--- src/rtl/pc_gen.sv ---
// pc_gen: fetch-stage program counter with flush/branch redirect
// and capture of a branch that arrives while fetch is stalled.
//
// Ports:
//   clk, rst          clock, synchronous active-high reset
//   stall             stall bus; only bit 0 holds the PC
//   flush_i/flush_pc_i  flush redirect (highest priority)
//   br_valid_i/br_target_i  taken branch or jump from EX
//   pc_o, ce_o        fetch address and fetch enable
//   pend_o            a branch is captured, waiting for stall release
//   misalign_o        one-cycle pulse on a misaligned redirect
//   bad_addr_o        last misaligned redirect target
//
// Build option: PC_MISALIGN_TRAP_EN
//   defined:   misaligned redirects go to TRAP_VEC and are reported
//   undefined: low ALIGN_BITS of every redirect target are cleared;
//              misalign_o and bad_addr_o are constant 0
module pc_gen #(
  parameter int unsigned              ADDR_W     = 32,
  parameter logic [ADDR_W-1:0]        RESET_VEC  = 32'h0000_0000,
  parameter int unsigned              STEP       = 4,
  parameter int unsigned              STALL_W    = 6,
  parameter int unsigned              ALIGN_BITS = 2,
  parameter logic [ADDR_W-1:0]        TRAP_VEC   = 32'h0000_0004
) (
  input  logic               clk,
  input  logic               rst,
  input  logic [STALL_W-1:0] stall,
  input  logic               flush_i,
  input  logic [ADDR_W-1:0]  flush_pc_i,
  input  logic               br_valid_i,
  input  logic [ADDR_W-1:0]  br_target_i,
  output logic [ADDR_W-1:0]  pc_o,
  output logic               ce_o,
  output logic               pend_o,
  output logic               misalign_o,
  output logic [ADDR_W-1:0]  bad_addr_o
);

  typedef enum logic [1:0] {
    S_OFF,
    S_RUN,
    S_PEND
  } state_t;

  localparam logic [ADDR_W-1:0] ALIGN_MASK =
    {ADDR_W{1'b1}} << ALIGN_BITS;
  localparam logic [ADDR_W-1:0] STEP_V = ADDR_W'(STEP);

  state_t            r_state;
  logic [ADDR_W-1:0] r_pc;
  logic [ADDR_W-1:0] r_pend_pc;
  logic              r_ce;

  logic              w_hold;
  logic              w_redir;
  logic              w_capture;
  logic [ADDR_W-1:0] w_raw;
  logic [ADDR_W-1:0] w_fixed;
  logic              w_bad;

  // Upper stall bits carry other stages' stalls; fetch ignores them.
  logic w_stall_unused;
  assign w_stall_unused = &{1'b0, stall[STALL_W-1:1]};

  assign w_hold = stall[0];

  // Redirect source selection in priority order. A redirect loads
  // w_raw into the PC; a capture parks the branch target instead.
  always_comb begin
    w_redir   = 1'b0;
    w_capture = 1'b0;
    w_raw     = r_pend_pc;
    if (flush_i) begin
      w_redir = 1'b1;
      w_raw   = flush_pc_i;
    end else if (br_valid_i && !w_hold) begin
      w_redir = 1'b1;
      w_raw   = br_target_i;
    end else if (br_valid_i) begin
      w_capture = 1'b1;
    end else if (r_state == S_PEND && !w_hold) begin
      w_redir = 1'b1;
      w_raw   = r_pend_pc;
    end
  end

  assign w_bad   = |(w_raw & ~ALIGN_MASK);
  assign w_fixed = w_raw & ALIGN_MASK;

`ifdef PC_MISALIGN_TRAP_EN
  logic              r_misalign;
  logic [ADDR_W-1:0] r_bad_addr;

  always_ff @(posedge clk) begin
    if (rst) begin
      r_misalign <= 1'b0;
      r_bad_addr <= '0;
    end else begin
      r_misalign <= 1'b0;
      if (r_state != S_OFF && w_redir && w_bad) begin
        r_misalign <= 1'b1;
        r_bad_addr <= w_raw;
      end
    end
  end

  assign misalign_o = r_misalign;
  assign bad_addr_o = r_bad_addr;
`else
  logic w_align_unused;
  assign w_align_unused = &{1'b0, w_bad, TRAP_VEC};

  assign misalign_o = 1'b0;
  assign bad_addr_o = '0;
`endif

  always_ff @(posedge clk) begin
    if (rst) begin
      r_state   <= S_OFF;
      r_pc      <= RESET_VEC;
      r_ce      <= 1'b0;
      r_pend_pc <= '0;
    end else begin
      unique case (r_state)
        S_OFF: begin
          // PC stays at the reset vector so it is fetched first.
          r_state <= S_RUN;
          r_ce    <= 1'b1;
        end
        default: begin
          if (w_redir) begin
            r_state   <= S_RUN;
            r_pend_pc <= '0;
`ifdef PC_MISALIGN_TRAP_EN
            r_pc      <= w_bad ? TRAP_VEC : w_raw;
`else
            r_pc      <= w_fixed;
`endif
          end else if (w_capture) begin
            // A newer branch replaces an older parked one.
            r_state   <= S_PEND;
            r_pend_pc <= br_target_i;
          end else if (r_state == S_RUN && !w_hold) begin
            r_pc <= r_pc + STEP_V;
          end
        end
      endcase
    end
  end

  assign pc_o   = r_pc;
  assign ce_o   = r_ce;
  assign pend_o = (r_state == S_PEND);

endmodule

--- config.mk ---
export PLATFORM = sky130hd
export DESIGN_NAME = pc_gen
export DESIGN_NICKNAME = d
export VERILOG_FILES = /design/src/rtl/pc_gen.sv
export SDC_FILE = /design/constraint.sdc
export NUM_CORES = 1
export LEC_CHECK = 0
export CAP_MARGIN = 30
export CORE_AREA = 4 4 99 101
export CTS_CLUSTER_DIAMETER = 120
export DETAILED_ROUTE_END_ITERATION = 12
export DIE_AREA = 0 0 103 105
export PLACE_DENSITY = 0.89
export RECOVER_POWER = 100
export SYNTH_ARGS = -nofsm -noshare
export SYNTH_HDL_FRONTEND = slang
export SYNTH_SLANG_ARGS = --single-unit
--- constraint.sdc ---
create_clock -name clk -period 2.2 [get_ports clk]
set_input_delay 0.44 -clock clk [delete_from_list [all_inputs] [get_ports clk]]
set_output_delay 0.44 -clock clk [all_outputs]
set_load 0.01 [all_outputs]
* After elaboration in Yosys (flattened, before gate mapping)
Cells that the tools add are included.
Cells by class: add/sub/neg operators 1, eq/ne operators 3, multiplexer cells 17, bitwise logic cells 1, reduce and logical (&&, ||, !) cells 11
Operator list (count):
- 2-to-1 mux 32 bit | 7
- adder 32 x 3 -> 32 bit (second input constant) | 1
- 2-to-1 mux 1 bit | 10
- nonzero test 2 bit | 2
- logical AND 1 bit | 3
- AND reduction 3 bit | 1
- nonzero test 3 bit | 1
- OR reduction 3 bit | 1
- equality test 2 x 1 -> 1 bit (second input constant) | 1
- equality test 2 bit (second input constant) | 1
- logical NOT 2 bit | 1
- != test 2 bit (second input constant) | 1
- AND reduction 2 bit | 1
- logical NOT 1 bit | 1
- inverter 1 bit | 1
Word-level totals: flip-flop bits (word level) 67, input port bits 74, output and inout port bits 67, logic and storage cells 38

* Longest topological paths before layout
Gate-level depths: netlist (run 1).
depth after elaboration 8, gate-level depth with buffers 8, gate-level depth less buffers 6

* Worst setup path after synthesis (run 1)
OpenSTA, ideal clock, no wires.
path kind register to register, from reg r_pc[2], in the netlist pc_o[2], to reg r_pc[28], in the netlist pc_o[28], library setup time 0.132 ns, arrival time 1.651 ns, data required time 2.068 ns, setup slack 0.417 ns, cell stages (with the launch flop) 7, buffers on the path 0, period minus slack after synthesis 1.783 ns, cells stage by stage dfxtp_1 ha_1 and3_1 nand4_1 nor4_1 mux2i_1 a21oi_1
On the way: cells in the longest elaborated chain, start to end 4
RTL lines:
- start: declaration | line 51 | logic [ADDR_W-1:0] r_pc;
- start signal: assignment | line 138 | r_pc <= w_fixed;
- start signal: assignment | line 145 | r_pc <= r_pc + STEP_V;
- adder 32 x 3 -> 32 bit | line 145
- 2-to-1 mux 32 bit | line 144 | end else if (r_state == S_RUN && !w_hold) begin
- 2-to-1 mux 32 bit | line 140 | end else if (w_capture) begin
- 2-to-1 mux 32 bit | line 132 | if (w_redir) begin
No other way between the ends. The select of a mux whose other input is x is not followed. A chain may end at the register's enable or synchronous reset.

* Final worst setup path (run 1)
from in flush_i, to reg r_pc[2], in the netlist pc_o[2]
On the way: cells in the longest elaborated chain, start to end 3, elaborated cells between the ends (all ways) 7, classes of those cells 1 x eq/ne; 4 x mux; 2 x reduce/logical
RTL lines:
- start: declaration | line 29 | input logic flush_i,
- 2-to-1 mux 1 bit | line 74 | if (flush_i) begin
- != test 2 bit (no line) / nonzero test 2 bit (equally long branches)
- AND reduction 3 bit (no line)
Parallel ways exist; a longest one is shown, timed or not.

==> results.yml, run 1 <==
drt:
  vias: 4456
  first_pass_iters: 5
  wirelength_um: 12800
  drc: 0
  antenna_left: 0
  drt-initial-drc-count: 348
  wire_per_inst_um: 16.9
  avgViaCountPerCell: 5.90
cells_and_area:
  syn_to_final_growth_pct: 35.3
  final_nets: 714
  n_antenna_cell: 0
  drive_above_1_share_pct: 14.3
timing:
  timing.fmax_mhz: 474
  period_share_pct: 95.8
  worst_pin_slew_ns: 0.672
  worst_slew_margin_rel_pct: 55.2
  finalSetupViolations: 0
  setup_tns_ns: 0
  hold_violations: 0
  clock_skew_ns: 0.0126
  period_minus_slack_ns: 2.11
  maxSlewViolCount: 0
  rsz0062_at_grt: "false"
synthesis:
  synth_most_common_cell: "dfxtp_1"
  synth_cells: 514
  synth_top_flop_cell: "dfxtp_1"
  avgSynthCellArea_sq_um: 7.81
  synth.distinct_cells: 56
  seq_area_frac_synth_pct: 31.4
  netlist_top_cells_count: "dfxtp_1 (63), nor2_1 (52), o21ai_0 (43), nand2_1 (41), buf_4 (40)"
  synth_edf_count: 0
  synth_top_area_share_pct: 31.4
  synth_area_leader_cell: "dfxtp_1"
  synth.area.top_cells: "dfxtp_1 (31%), buf_4 (7.5%), a22oi_1 (7.1%), mux2i_1 (6.2%), o21ai_0 (5.4%)"
  synth-seq-cells: 63
  async_flop_share_pct: 0
  syn-cell-area_sq_mm: 0.00401
  yosysWarnings: 0
critical_path:
  cp_slowest_cell: "clkdlybuf4s50_1"
  cpPeakStageDelay_ns: 0.56
  ff2ff_setup_slack_ns: 0.31
  crit_path_end_kind: "register"
  path_class: "in -> reg"
  crit_chain: "clkdlybuf4s50_1 -> and2b_4 -> or3_1 -> buf_2 -> a221oi_1 -> nor2_1"
  arrival_ns: 2.31
  crit_fanout: 20
  startpoint_type: "primary input"
  worst-endpoint-required_ns: 2.41
run:
  maxCapViolations: 0
pwr:
  ir_worst_vdd_uv: 466
  p_per_area_mw_per_mm2: 546
  p_total_uw: 2970
  p_leak_uw: 0.00220
clock_tree:
  cts_tree: "built"
  post_cts_buffers: 0
  cts.path.max_buffers: 2
  clk_pin_slew_worst_paths_ns: 0.07
  htree_levels: 3
  cts_inserted_buffers: 9
  post_cts_resize_count: 0
  clkLatencyLatePin_ns: 0.34
  ctsHoldBuffers: 0
  cts_root_buffer: "clkbuf_8"
  cts.sinks: 63
floorplanning:
  coreArea_sq_mm: 0.00902
  initial_core_util_pct: 44.5
  ios: 141
  die_h_um: 105
  die_area_sq_mm: 0.0108
  std_cell_rows: 35
  die_x_um: 103
hold_path:
  hold_class: "reg -> reg"
global_route:
  grt_pass1_wl_um: 20200
  grt_pass1_vias: 4207
  grt_max_degree: 36
  grt-ovfl-total: 0
  track_usage_pct: 23.2
  grt_antenna_before_repair: 0
placement:
  dpl.hpwl_um: 9870
  place_congestion: 0.942
  portBuffers: 96
outcome:
  status: "complete, no violations"
==> metrics by stage <==
stage / hold slack, ns / std cells / setup WS [ns] / util (%) / area (sq um)
floorplan: 0.460 / 548 / 0.417 / - / 4140
finish: 0.488 / 755 / 0.0919 / 60.2 / 5430
detailed placement: 0.480 / 739 / -0.218 / 58.1 / 5240
global placement: 0.460 / 739 / -0.209 / 58.1 / 5240
global route: 0.532 / 755 / 0.00756 / 60.2 / 5430
CTS: 0.502 / 755 / 0.0790 / 60.4 / 5450
==> report_power, final <==
part / total, uW / switching [uW] / internal (uW) / leakage (uW)
sequential: 1240 / 51.6 / 1190 / 0.000512
combinational: 663 / 335 / 328 / 0.00158
clock: 1070 / 452 / 613 / 0.000109
==> placed cells by master (no fill, tap or decap), types with 31 or more instances in the layout <==
master | Yosys | final
dfxtp_1 | 63 | 63
a22oi_1 | 38 | 38
dlygate4sd3_1 | 0 | 31
conb_1 | 1 | 35
clkdlybuf4s50_1 | 0 | 64
o21ai_0 | 43 | 43
nor2_1 | 52 | 52
nand2_1 | 41 | 41
buf_4 | 40 | 49
==> metal layers <==
metal  share of wire (%)  up-vias  track usage (%)
met3                 8.1       32             3.67
met1                  41     2101             31.1
li1                    -     2080                -
met2                  48      243             36.9
met4                 2.6        0             9.16
met5                   0        -                0
==> final timing paths <==
check,start,end,cells past startpoint
max,flush_i,pc_o[2]$_SDFFE_PP0P_,6
min,ce_o$_SDFFE_PP0N_,ce_o$_SDFFE_PP0N_,2
max reg2reg,pc_o[11]$_SDFFE_PP0P_,pc_o[28]$_SDFFE_PP0P_,6
min reg2reg,ce_o$_SDFFE_PP0N_,ce_o$_SDFFE_PP0N_,2
==> area by class of cell <==
class | count | area (sq um)
Sequential cell | 63 | 1260
Clock inverter | 3 | 40.0
Tap cell | 111 | 139
Multi-Input combinational cell | 408 | 2420
Timing Repair Buffer | 153 | 1380
Clock buffer | 13 | 169
Inverter | 4 | 15.0
Fill cell | 777 | 3590
==> kinds of logic (layout without fill, tap and decap cells) <==
logic type | after synthesis | after routing | share of synthesized area [%]
adders and majority gates | 1 | 1 | 0.312
and+or+nand+nor | 191 | 191 | 24.6
other | 1 | 35 | 0.0935
DFF | 63 | 63 | 31.4
muxes | 34 | 34 | 8.76
buffers and inverters | 77 | 173 | 11.5
AOI/OAI and AO/OA | 147 | 147 | 23.3
==> critical path: cells and delay by family <==
family / cells / cell delay, ns
and+or+nand+nor: 3 / 0.70
AOI/OAI and AO/OA: 1 / 0.35
buffers and inverters: 2 / 0.83
==> state kept, by name, summed over array words and instances, names as in the netlist <==
| signal | count |
|---|---|
| pc_o | 30 |
| r_pend_pc | 30 |
| ce_o | 1 |
| r_state | 2 |
(Power assumes the default switching activity.)
==> run 2: changes to the inputs <==
--- a/config.mk
+++ b/config.mk
@@ -7,8 +7,8 @@
 export LEC_CHECK = 0
 export CAP_MARGIN = 30
-export CORE_AREA = 4 4 99 101
+export CORE_AREA = 10 10 105 107
 export CTS_CLUSTER_DIAMETER = 120
 export DETAILED_ROUTE_END_ITERATION = 12
-export DIE_AREA = 0 0 103 105
+export DIE_AREA = 0 0 115 117
 export PLACE_DENSITY = 0.89
 export RECOVER_POWER = 100
==> constraint.sdc (replaced) <==
create_clock -name clk -period 2.2 [get_ports clk]
set_input_delay 0.44 -clock clk [delete_from_list [all_inputs] [get_ports clk]]
set_output_delay 0.44 -clock clk [all_outputs]
set_load 0.05 [all_outputs]
==> results.yml, run 2 (synthesis results as in run 1) <==
clock_tree:
  clkLatencyLatePin_ns: 0.35
  htree_levels: 3
  cts.sinks: 63
  cts.path.max_buffers: 2
  post_cts_buffers: 0
  cts_tree: "built"
  cts_root_buffer: "clkbuf_8"
  cts_inserted_buffers: 9
  clk_pin_slew_worst_paths_ns: 0.07
critical_path:
  cpPeakStageDelay_ns: 0.90
  crit_family: "buffers and inverters"
  arrival_ns: 1.71
  crit_chain: "clkdlybuf4s50_1"
  crit_path_end_kind: "output pin"
  crit_buf_inv: 1
  r2r_cells: 6
  worst-endpoint-required_ns: 1.76
  startpoint_type: "register"
  cp_slowest_cell: "clkdlybuf4s50_1"
  crit_fanout: 8
  crit_cells: 1
  path_class: "reg -> out"
cells_and_area:
  mostFrequentLayoutCell: "clkdlybuf4s50_1"
  syn_to_final_growth_pct: 35.8
  final_nets: 709
  fin_area_sq_mm: 0.00545
  drive_above_1_share_pct: 14.1
  final_cell_mix: "clkdlybuf4s50_1 (83), dfxtp_1 (63), nor2_1 (51)"
  n_antenna_cell: 0
global_route:
  grt_pass1_wl_um: 20900
  use_met1_pct: 23.4
  use_met2_pct: 31.1
  grt.busiest_layer: "met2"
  track_usage_pct: 19.1
  gr-usage-met3_pct: 6.17
  grt_antenna_before_repair: 0
  grt_max_degree: 39
  grt_pass1_vias: 4147
  grt-ovfl-total: 0
pwr:
  p_leak_uw: 0.00213
  ir_worst_vdd_uv: 341
  p_per_area_mw_per_mm2: 588
placement:
  dpl.hpwl_um: 10400
  portBuffers: 96
  place_congestion: 0.921
  pre_cts_slack_ns: -0.249
  place_area_sq_mm: 0.00525
drt:
  drt-initial-drc-count: 332
  wire_per_inst_um: 18.1
  avgViaCountPerCell: 5.81
  vias: 4355
  wirelength_um: 13600
  drc: 0
  antenna_left: 0
  first_pass_iters: 5
timing:
  setup_tns_ns: 0
  hold_violations: 0
  finalSetupViolations: 0
  timing.fmax_mhz: 465
  clock_skew_ns: 0.00971
  fin_ws_ns: 0.0491
  maxSlewViolCount: 0
  period_share_pct: 97.8
  worst_pin_slew_ns: 0.737
  worst_slew_margin_rel_pct: 50.8
  period_minus_slack_ns: 2.15
floorplanning:
  die_area_sq_mm: 0.0135
  std_cell_rows: 35
  initial_core_util_pct: 44.5
  die_h_um: 117
  die_x_um: 115
  coreArea_sq_mm: 0.00902
  ios: 141
run:
  maxCapViolations: 0
outcome:
  status: "complete, no violations"
hold_path:
  holdPathStages: 2
  hold_class: "reg -> reg"
run 2: final timing paths:
kind	slack (ns)	start	endpoint
worst min register to register	0.50	ce_o$_SDFFE_PP0N_	ce_o$_SDFFE_PP0N_
worst min-delay path	0.50	ce_o$_SDFFE_PP0N_	ce_o$_SDFFE_PP0N_
worst max-delay path	0.05	pc_o[9]$_SDFFE_PP0P_	pc_o[9]
worst max register to register	0.21	r_state[0]$_SDFFE_PP0P_	pc_o[15]$_SDFFE_PP0P_
run 2: what timing repair did:
| item | 4_1_cts | 5_1_grt |
|---|---|---|
| hold buffers | 0 | 0 |
| endpoints found under the setup margin | 0 | 3 |
| gates resized for setup | 0 | 3 |
run 2: final cells by class:
type / instances / area, sq um
clock buffers: 13 / 169
repair buffers: 148 / 1380
flip-flops and latches: 63 / 1260
clock inverters: 3 / 40.0
fillers: 810 / 3570
inverters: 4 / 15.0
well taps: 111 / 139
multi-input cells: 408 / 2450
run 2: where the power goes:
part / switching [uW] / internal, uW / total [uW]
registers: 55.7 / 1190 / 1240
logic: 544 / 339 / 883
clock network: 468 / 613 / 1080
total: 1070 / 2140 / 3210
run 2: per-layer routing:
layer / up-vias / wire [um]
met5: - / 0
met4: 0 / 265
met3: 27 / 1450
met2: 225 / 6470
met1: 2031 / 5410
li1: 2072 / -
run 2: through the flow:
stage / instances / hold slack [ns] / util (%) / power (uW)
6_report: 750 / 0.500 / 60.4 / 3210
5_1_grt: 750 / 0.524 / 60.4 / 3330
4_1_cts: 750 / 0.502 / 60.5 / 3200
3_5_place_dp: 734 / 0.482 / 58.2 / 2140
3_3_place_gp: 733 / 0.467 / 58.0 / 2120
2_1_floorplan: 548 / 0.460 / - / 1830
run 2: tightest hold or removal path, cell delays in order (launching register included):
cell     delay (ns)
dfxtp_1        0.31
nor2_1         0.10
nor2_1         0.05
